`config.mk`:
```
export PLATFORM = sky130hd
export DESIGN_NAME = gf26_log
export DESIGN_NICKNAME = d
export VERILOG_FILES = /design/src/rtl/gf26_log.sv
export SDC_FILE = /design/constraint.sdc
export NUM_CORES = 1
export LEC_CHECK = 0
export ABC_AREA = 1
export ABC_CLOCK_PERIOD_IN_PS = 2510
export BUFFER_PORTS_ARGS = -buffer_cell sky130_fd_sc_hd__buf_2
export CORE_UTILIZATION = 63
export CTS_BUF_LIST = sky130_fd_sc_hd__clkbuf_8
export DETAILED_ROUTE_END_ITERATION = 16
export MAX_ROUTING_LAYER = met4
export PLACE_DENSITY_LB_ADDON = 0.2
export SLEW_MARGIN = 20
export SYNTH_ARGS = -nofsm -noshare
export SYNTH_HDL_FRONTEND = slang
export SYNTH_SLANG_ARGS = --single-unit
```
`constraint.sdc`:
```
create_clock -name clk -period 2.51 [get_ports clk]
set_clock_uncertainty 0.1 [all_clocks]
set_input_delay 0.1255 -clock clk [delete_from_list [all_inputs] [get_ports clk]]
set_output_delay 0.1255 -clock clk [all_outputs]
set_load 0.03 [all_outputs]
```
`src/rtl/gf26_log.sv`:
```
// Iterative discrete log in GF(2^6), one multiply-by-alpha step per clock.
// Optional GF26_LOG_BIDIR_EN adds a backward (alpha^-1) search to halve latency.
module gf26_log #(
    parameter logic [5:0] POLY_LOW = 6'h03
) (
    input  logic       clk,
    input  logic       resetN,
    input  logic       start,
    input  logic [5:0] value,
    output logic [5:0] log_out,
    output logic       error_flag,
    output logic       ready_flag
);

    typedef enum logic {IDLE, SEARCH} state_t;

`ifdef GF26_LOG_BIDIR_EN
    localparam logic [5:0] K_LAST = 6'd31;
`else
    localparam logic [5:0] K_LAST = 6'd62;
`endif

    state_t     state_q, state_d;
    logic [5:0] acc_q, acc_d;
    logic [5:0] k_q, k_d;
    logic [5:0] tgt_q, tgt_d;
    logic [5:0] log_q, log_d;
    logic       rdy_q, rdy_d;
    logic       err_q, err_d;
    logic       hit_f;
    logic       hit_b;

    function automatic logic [5:0] mul_alpha(input logic [5:0] v);
        return {v[4:0], 1'b0} ^ (v[5] ? POLY_LOW : 6'h00);
    endfunction

`ifdef GF26_LOG_BIDIR_EN
    logic [5:0] accb_q, accb_d;

    function automatic logic [5:0] mul_alpha_inv(input logic [5:0] v);
        return v[0] ? ({1'b0, v[5:1]} ^ {1'b1, POLY_LOW[5:1]})
                    : {1'b0, v[5:1]};
    endfunction

    assign hit_b = (accb_q == tgt_q);
`else
    assign hit_b = 1'b0;
`endif

    assign hit_f = (acc_q == tgt_q);

    always_ff @(posedge clk or negedge resetN) begin
        if (!resetN) state_q <= IDLE;
        else         state_q <= state_d;
    end

    always_comb begin
        state_d = state_q;
        if (start) begin
            state_d = (value == 6'h00) ? IDLE : SEARCH;
        end else if (state_q == SEARCH) begin
            if (hit_f || hit_b || k_q == K_LAST) state_d = IDLE;
        end
    end

    always_comb begin
        acc_d = acc_q;
        k_d   = k_q;
        tgt_d = tgt_q;
        log_d = log_q;
        rdy_d = rdy_q;
        err_d = err_q;
`ifdef GF26_LOG_BIDIR_EN
        accb_d = accb_q;
`endif
        if (start) begin
            rdy_d = 1'b0;
            err_d = 1'b0;
            tgt_d = value;
            acc_d = 6'h01;
            k_d   = 6'd0;
`ifdef GF26_LOG_BIDIR_EN
            accb_d = 6'h01;
`endif
            if (value == 6'h00) begin
                log_d = 6'd0;
                err_d = 1'b1;
                rdy_d = 1'b1;
            end
        end else if (state_q == SEARCH) begin
            if (hit_f) begin
                log_d = k_q;
                rdy_d = 1'b1;
            end else if (hit_b) begin
                log_d = 6'd63 - k_q;
                rdy_d = 1'b1;
            end else if (k_q == K_LAST) begin
                // Unreachable for a primitive polynomial
                log_d = 6'd0;
                err_d = 1'b1;
                rdy_d = 1'b1;
            end else begin
                acc_d = mul_alpha(acc_q);
                k_d   = k_q + 6'd1;
`ifdef GF26_LOG_BIDIR_EN
                accb_d = mul_alpha_inv(accb_q);
`endif
            end
        end
    end

    always_ff @(posedge clk or negedge resetN) begin
        if (!resetN) begin
            acc_q <= 6'h00;
            k_q   <= 6'd0;
            tgt_q <= 6'h00;
            log_q <= 6'd0;
            rdy_q <= 1'b0;
            err_q <= 1'b0;
`ifdef GF26_LOG_BIDIR_EN
            accb_q <= 6'h00;
`endif
        end else begin
            acc_q <= acc_d;
            k_q   <= k_d;
            tgt_q <= tgt_d;
            log_q <= log_d;
            rdy_q <= rdy_d;
            err_q <= err_d;
`ifdef GF26_LOG_BIDIR_EN
            accb_q <= accb_d;
`endif
        end
    end

    assign log_out    = log_q;
    assign ready_flag = rdy_q;
    assign error_flag = err_q;

endmodule
```
==> results of run 1 <==
[final cells by class]
type,instances,share of cell area
well taps,27,0.0219
clock inverters,1,0.00325
multi-input cells,118,0.369
flip-flops and latches,27,0.438
inverters,18,0.0438
repair buffers,23,0.0974
clock buffers,3,0.0268
[state kept, by name, indices dropped and copies added (netlist names)]
register    count
k_q             6
state_q         1
error_flag      1
tgt_q           6
acc_q           6
log_out         6
ready_flag      1
[critical path, stage by stage (launching register included)]
cell	delay, ns
dfrtp_1	0.43
inv_1	0.07
ha_1	0.20
nand3_1	0.06
nor2_1	0.06
nor2_1	0.21
nand3_1	0.33
o21ai_0	0.28
[stage by stage]
step	utilization	hold WS [ns]	instances	total power, mW
floorplan	-	-0.270	167	0.576
global placement	0.719	0.0603	206	0.606
detailed placement	0.719	0.0688	206	0.612
CTS	0.778	0.149	217	0.864
global route	0.778	0.172	217	0.903
finish	0.778	0.139	217	0.865
[final timing paths]
| path | from | depth (start not counted) | slack [ns] | end |
|---|---|---|---|---|
| hold / removal | start | 3 | 0.14 | tgt_q[0]$_DFFE_PN0P_ |
| hold reg to reg | ready_flag$_DFFE_PN0P_ | 2 | 0.37 | ready_flag$_DFFE_PN0P_ |
| max in group asynchronous | resetN | 2 | 1.63 | k_q[0]$_DFFE_PN0P_ |
| setup reg to reg | k_q[0]$_DFFE_PN0P_ | 7 | 0.69 | acc_q[5]$_DFFE_PN0P_ |
| setup / recovery | k_q[0]$_DFFE_PN0P_ | 7 | 0.69 | acc_q[5]$_DFFE_PN0P_ |
| min in group asynchronous | resetN | 2 | 0.28 | tgt_q[0]$_DFFE_PN0P_ |
[cells by family (layout without fill, tap and decap cells)]
| family | Yosys count | after routing |
|---|---|---|
| AOI/OAI and AO/OA | 27 | 27 |
| xor gates and xnor gates | 1 | 1 |
| adders and majority gates | 2 | 2 |
| buffers and inverters | 22 | 45 |
| DFF | 27 | 27 |
| and+or+nand+nor | 88 | 88 |
[cell usage in the layout (no fill, tap or decap), drive strengths merged, types with 2 or more instances in the layout]
cell	count
nand2	62
dfrtp	27
o21ai	23
inv	18
buf	16
nor2	16
dlygate4sd3	7
nand3	7
a21oi	4
clkbuf	3
nand3b	2
ha	2
[repair_timing]
item                                    in CTS  in global routing
hold buffers                                 7                  0
endpoints found under the hold margin       33                  0
gates resized for setup                      0                  0
endpoints found under the setup margin       0                  0
[routing by layer]
metal,vias up,part of all wire
met2,38,0.44
met4,0,0.014
met5,-,0
li1,570,-
met1,498,0.51
met3,5,0.038
[report_power, final]
part | total (mW) | leakage (nW) | internal [mW] | switching [mW]
logic | 0.131 | 0.378 | 0.0439 | 0.0875
registers | 0.482 | 0.354 | 0.461 | 0.0215
clock network | 0.251 | 0.0255 | 0.111 | 0.139
total | 0.865 | 0.757 | 0.616 | 0.248
==> results.cfg, run 1 <==
[routing]
drc_errors = 0
avgRoutedWirePerCell_um = 12.5
drtAntennaViolNets = 0
wl_um = 2710
drt_iter0_markers = 36
via_count = 1111
vias_per_cell = 5.12
drt-pass1-iter-count = 4

[synthesis]
synth-simple-area-share = 0.280
avgSynthCellArea_sq_um = 8.05
synth-seq-cells = 27
synth_top_family_by_area = simple AND/OR/NAND/NOR gates
synthAdderAreaFrac = 0.0186
yosysTopAreaCellShare = 0.502
synth-xor-area-share = 0.00651
synth_largest_area_cell = dfrtp_1
synthTopCellsByArea = dfrtp_1 (50%), nand2_1 (17%), o21ai_0 (6.0%), inv_1 (4.5%), nor2_1 (3.9%)
synth-compound-area-share = 0.117
synth_fp_nets = 178
ys_warn_count = 0
yosysSeqAreaShare = 0.502
synth_edf_count = 0
synth_mux_area_frac = 0
ys_types = 21
synthFlopType = dfrtp_1
syn_inst = 167
yosysMostFrequentCell = nand2_1
async_reset_ff_frac = 1.00
synth_area_sq_um = 1350
synth_commonest_cells = nand2_1 (60), dfrtp_1 (27), inv_1 (16), o21ai_0 (16), nor2_1 (14)

[run_status]
status = completed

[grt]
grt_pass1_vias = 964
antenna_found_initial = 0
grtUsageMet1 = 0.374
grt_pass1_wl_um = 4090
gr-usage-met3 = 0.0333
gr-usage-met2 = 0.403
grt_usage = 0.267
grt_overflow = 0
grt-busiest-layer = met2
grt_max_degree = 28

[worst_setup_path]
path_max_fanout = 10
arrival_ns = 1.91
required_ns = 2.60
crit_type = reg2reg
cp-end-kind = flip-flop
startpoint_type = flip-flop

[clock_tree]
htreeDepth = 1
path_clk_slew_ns = 0.10
cts_tree = done
clock_latency_ns = 0.28
clockRootBuffer = clkbuf_8
numCtsBuffers = 3
cts_buffer_depth = 2
post_cts_buffers = 0
cts_num_sinks = 27

[sta]
relSlewSlack = 0.602
fmax_mhz = 550
hold_violations = 0
layout_min_cycle_time_ns = 1.82
rsz0062_at_grt = no
setup_viol = 0
setup_slack_ns = 0.691
worstMarginPinSlew_ns = 0.597
finalCritPeriodShare = 0.725
report.final.slew_viol_count = 0
setup-tns-final_ns = 0

[floorplanning]
start_util = 0.679
rows = 16
core_sq_um = 1980
die_height_um = 48.2
die_area_sq_um = 2320
die_w_um = 48.2
pin_count = 17

[placement]
placed_cell_area_sq_um = 1430
port_buffers = 16
gp_congestion = 0.796
post-place-ws_ns = 0.753
dp_hpwl_um = 1750

[cells_and_area]
fill_cells = 150
num-nets-final = 202
syn2layout_area_growth_pct = 14.6
final_area_sq_um = 1540
drive_gt1_frac = 0.179
regArea_sq_um = 676
multiInputGateArea_sq_um = 568
antenna_cells = 0

[power]
power_density_nw_per_um2 = 561
ir_drop_mv = 0.534
p_leak_nw = 0.757

[run]
maxCapViolCount = 0

[worst_hold_path]
min_path_type = in2reg
Power figures use the tool's default switching activity.
==> run 2, diff against run 1 <==
ABC_CLOCK_PERIOD_IN_PS = 1800   (was 2510)
CORE_UTILIZATION = 59   (was 63)
clock period = 1.8 ns   (was 2.51 ns; I/O delays follow)
==> results.cfg, run 2 (synthesized netlist as in run 1, its figures left out) <==
[worst_setup_path]
slowest_delay_ns = 0.44
required_ns = 1.86
r2r_slack_ns = 0.14
crit_slowest_cell = dfrtp_1
startpoint_type = flip-flop
crit_type = reg2reg
arrival_ns = 1.72
cp-end-kind = flip-flop
r2r_cells = 9
path_max_fanout = 13
path_cells = inv_1 > ha_1 > nand3_1 > nor2_2 > nor2_2 > nand2_2 > nand3_4 > nand2_1 > o21ai_2
cp_common_cell = nor2_2

[placement]
gp_congestion = 0.907
placed_cell_area_sq_um = 1430
dpl.cell_count = 206
port_buffers = 16
dp_hpwl_um = 1770

[sta]
setup-tns-final_ns = 0
setup_viol = 0
fmax_mhz = 601
report.final.slew_viol_count = 0
layout_min_cycle_time_ns = 1.66
hold_violations = 0
rsz0062_at_grt = no
worstMarginPinSlew_ns = 0.595
finalCritPeriodShare = 0.925
relSlewSlack = 0.604

[floorplanning]
start_util = 0.659
die_height_um = 49.7
pin_count = 17
rows = 16
die_area_sq_um = 2470
die_w_um = 49.7
core_sq_um = 2040

[power]
power_density_nw_per_um2 = 771
ir_drop_mv = 0.620
p_leak_nw = 0.760

[cells_and_area]
final_cell_mix = nand2_1 (60), dfrtp_1 (27), inv_1 (16), o21ai_0 (16), buf_2 (16)
regArea_sq_um = 676
layout_commonest_cell = nand2_1
fill_cells = 157
final_cells = 217
drive_gt1_frac = 0.195
multiInputGateArea_sq_um = 578
antenna_cells = 0
final_area_sq_um = 1550
num-nets-final = 202
syn2layout_area_growth_pct = 15.3

[grt]
grt_overflow = 0
grt_usage = 0.249
antenna_found_initial = 0
grt_pass1_vias = 1040
grt_pass1_wl_um = 4470
grt_max_degree = 28

[clock_tree]
post_cts_buffers = 0
cts_tree = done
htreeDepth = 1
cts_buffer_depth = 2
cts_num_sinks = 27
clockRootBuffer = clkbuf_8
numCtsBuffers = 3
path_clk_slew_ns = 0.09
clock_latency_ns = 0.27

[routing]
drtAntennaViolNets = 0
drc_errors = 0
drt_iter0_markers = 34
vias_per_cell = 5.22
avgRoutedWirePerCell_um = 12.1
via_count = 1132
wl_um = 2620
drt-pass1-iter-count = 4

[worst_hold_path]
min_path_type = in2reg
worstHoldPathCells = 3

[run]
maxCapViolCount = 0

[run_status]
status = completed
-- run 2: cell counts in the layout (fill, tap and decap cells not counted) --
No cell type changed its count.
-- run 2: final cells by class --
cell class | count | area share
clock buffer | 3 | 0.0266
clock inverter | 1 | 0.00323
inverter | 18 | 0.0435
multi-input combinational | 118 | 0.373
sequential | 27 | 0.435
tap | 27 | 0.0218
timing repair buffer | 23 | 0.0968
-- run 2: critical path, delay by kind of cell (launching register included) --
kind	cells	cell delay [ns]
simple gates	6	0.71
compound gates	1	0.07
flops	1	0.44
buf+inv	1	0.08
fa+ha+maj	1	0.15
-- run 2: what timing repair did --
item	4_1_cts	5_1_grt
setup endpoints to repair	0	10
resized for setup	0	3
endpoints found under the hold margin	33	0
hold buffers	7	0
-- run 2: through the flow --
step,worst slack (ns),util,power (mW),hold WS (ns)
3_3_place_gp,0.149,0.698,0.845,0.0228
4_1_cts,0.0140,0.755,1.20,0.100
3_5_place_dp,0.0404,0.698,0.852,0.0308
6_report,0.136,0.760,1.20,0.104
5_1_grt,0.0417,0.760,1.25,0.161
2_1_floorplan,0.311,-,0.803,-0.306
-- run 2: power by group --
group / total, mW / switching, mW / internal (mW)
registers: 0.672 / 0.0294 / 0.643
logic: 0.183 / 0.121 / 0.0624
clock network: 0.340 / 0.185 / 0.155
-- run 2: metal layers --
layer	GRT usage	wire length, um	part of all wire
met5	-	0	0
met3	0.0370	109	0.042
met2	0.394	1240	0.47
met4	0.0857	43	0.016
met1	0.327	1230	0.47
-- run 2: final timing paths --
kind | startpoint | endpoint
worst max-delay path | k_q[0]$_DFFE_PN0P_ | log_out[0]$_DFFE_PN0P_
worst min-delay path | start | tgt_q[2]$_DFFE_PN0P_
worst max register to register | k_q[0]$_DFFE_PN0P_ | log_out[0]$_DFFE_PN0P_
worst min register to register | ready_flag$_DFFE_PN0P_ | ready_flag$_DFFE_PN0P_
max in group asynchronous | resetN | log_out[0]$_DFFE_PN0P_
min in group asynchronous | resetN | tgt_q[1]$_DFFE_PN0P_
==> run 3, diff against run 2 <==
REMOVE_ABC_BUFFERS = 1   (was default)
==> results.cfg, run 3 (synthesized netlist as in run 1, its figures left out) <==
[cells_and_area]
multiInputGateArea_sq_um = 578
regArea_sq_um = 676
final_cell_mix = nand2_1 (60), dfrtp_1 (27), inv_1 (16), o21ai_0 (16), buf_2 (16)
layout_commonest_cell = nand2_1
antenna_cells = 0
syn2layout_area_growth_pct = 15.3
num-nets-final = 202
fill_cells = 157
drive_gt1_frac = 0.195

[sta]
fmax_mhz = 598
setup-tns-final_ns = 0
worstMarginPinSlew_ns = 0.597
whs_ns = 0.111
relSlewSlack = 0.602
hold_violations = 0
report.final.slew_viol_count = 0
layout_min_cycle_time_ns = 1.67
finalCritPeriodShare = 0.929
setup_viol = 0

[clock_tree]
cts_num_sinks = 27
clock_latency_ns = 0.27
clockRootBuffer = clkbuf_8
cts_tree = done
cts_buffer_depth = 2
htreeDepth = 1
numCtsBuffers = 3
path_clk_slew_ns = 0.09

[power]
power_density_nw_per_um2 = 775
ir_drop_mv = 0.667
finalPower_mw = 1.20
internal-power_mw = 0.861
p_switching_mw = 0.342
netSwitchingFraction = 0.284
p_leak_nw = 0.760
pwr-share-seq = 0.560
pwr-share-comb = 0.153
clockPowerShare = 0.286

[routing]
drtAntennaViolNets = 0
vias_per_cell = 5.15
wl_um = 2660
avgRoutedWirePerCell_um = 12.3
drt_iter0_markers = 32
drc_errors = 0
drt-pass1-iter-count = 4
via_count = 1117

[worst_setup_path]
required_ns = 1.87
cp_common_cell = nor2_2
critPathLaunch = k_q[0]$_DFFE_PN0P_
cp-end-kind = flip-flop
r2r_cells = 9
startpoint_type = flip-flop
path_cells = inv_1 > ha_1 > nand3_1 > nor2_2 > nor2_2 > nand2_2 > nand3_4 > nand2_1 > o21ai_2
slowest_delay_ns = 0.44
crit_type = reg2reg
path_max_fanout = 13
crit_slowest_cell = dfrtp_1
r2r_slack_ns = 0.13
r2r_start = k_q[0]$_DFFE_PN0P_
r2r_end = log_out[4]$_DFFE_PN0P_
arrival_ns = 1.74

[floorplanning]
start_util = 0.659
die_area_sq_um = 2470
rows = 16
die_w_um = 49.7
die_height_um = 49.7
pin_count = 17
core_sq_um = 2040

[placement]
port_buffers = 16
dp_hpwl_um = 1790
gp_congestion = 0.803

[grt]
grt_pass1_wl_um = 4610
grt_max_degree = 28
grt_pass1_vias = 1128
antenna_found_initial = 0
grt_usage = 0.253
grt_overflow = 0

[worst_hold_path]
min_to = tgt_q[0]$_DFFE_PN0P_
worstHoldPathCells = 3
min_path_type = in2reg
holdCritStartpoint = start

[run]
maxCapViolCount = 0

[run_status]
status = completed
## run 3: cell counts in the layout (fill, tap and decap cells not counted)
Identical to the previous run, type by type.
## run 3: power groups by stage
stage | combinational (mW) | clock [mW] | sequential [mW]
CTS | 0.182 | 0.346 | 0.673
detailed placement | 0.169 | 0 | 0.685
finish | 0.184 | 0.344 | 0.674
floorplan | 0.0998 | 0 | 0.690
global route | 0.209 | 0.369 | 0.679
global placement | 0.162 | 0 | 0.682
## run 3: through the flow
stage	setup WS, ns	cells	utilization	area, sq um
2_1_floorplan	0.305	163	-	1310
3_3_place_gp	0.141	206	0.698	1430
3_5_place_dp	0.0653	206	0.698	1430
4_1_cts	0.0337	217	0.755	1540
5_1_grt	-0.0321	217	0.760	1550
6_report	0.128	217	0.760	1550
## run 3: area by class of cell
type / count / share of cell area
Clock inverter: 1 / 0.00323
Inverter: 18 / 0.0435
Timing Repair Buffer: 23 / 0.0968
Tap cell: 27 / 0.0218
Sequential cell: 27 / 0.435
Clock buffer: 3 / 0.0266
Multi-Input combinational cell: 118 / 0.373
## run 3: worst max path at each step
stage | endpoint | depth (start not counted)
after floorplan | acc_q[0]$_DFFE_PN0P_ | 8
after global routing | log_out[0]$_DFFE_PN0P_ | 9
after detailed placement | acc_q[1]$_DFFE_PN0P_ | 7
final | log_out[4]$_DFFE_PN0P_ | 9
after CTS | acc_q[1]$_DFFE_PN0P_ | 7
after global placement | acc_q[0]$_DFFE_PN0P_ | 8
## run 3: timing repair
item | in CTS | in global routing
buffers inserted | 0 | 0
hold buffers | 7 | 0
endpoints found under the hold margin | 33 | 0
resized for setup | 0 | 3
setup endpoints to repair | 0 | 13
## run 3: layer usage
layer / share of wire / vias to the layer above / wire length [um] / GRT usage
li1: - / 570 / - / -
met1: 0.46 / 508 / 1230 / 0.308
met2: 0.50 / 35 / 1320 / 0.441
met3: 0.033 / 4 / 88 / 0.0278
met4: 0.0079 / 0 / 21 / 0.0714
met5: 0 / - / 0 / -
## run 3: critical path: cells and delay by family, from the launching register on
family / cells / cell delay [ns]
AND/OR/NAND/NOR: 6 / 0.72
flip-flops: 1 / 0.44
adder cells (fa/ha/maj): 1 / 0.17
buffers and inverters: 1 / 0.08
AO/OA/AOI/OAI: 1 / 0.05
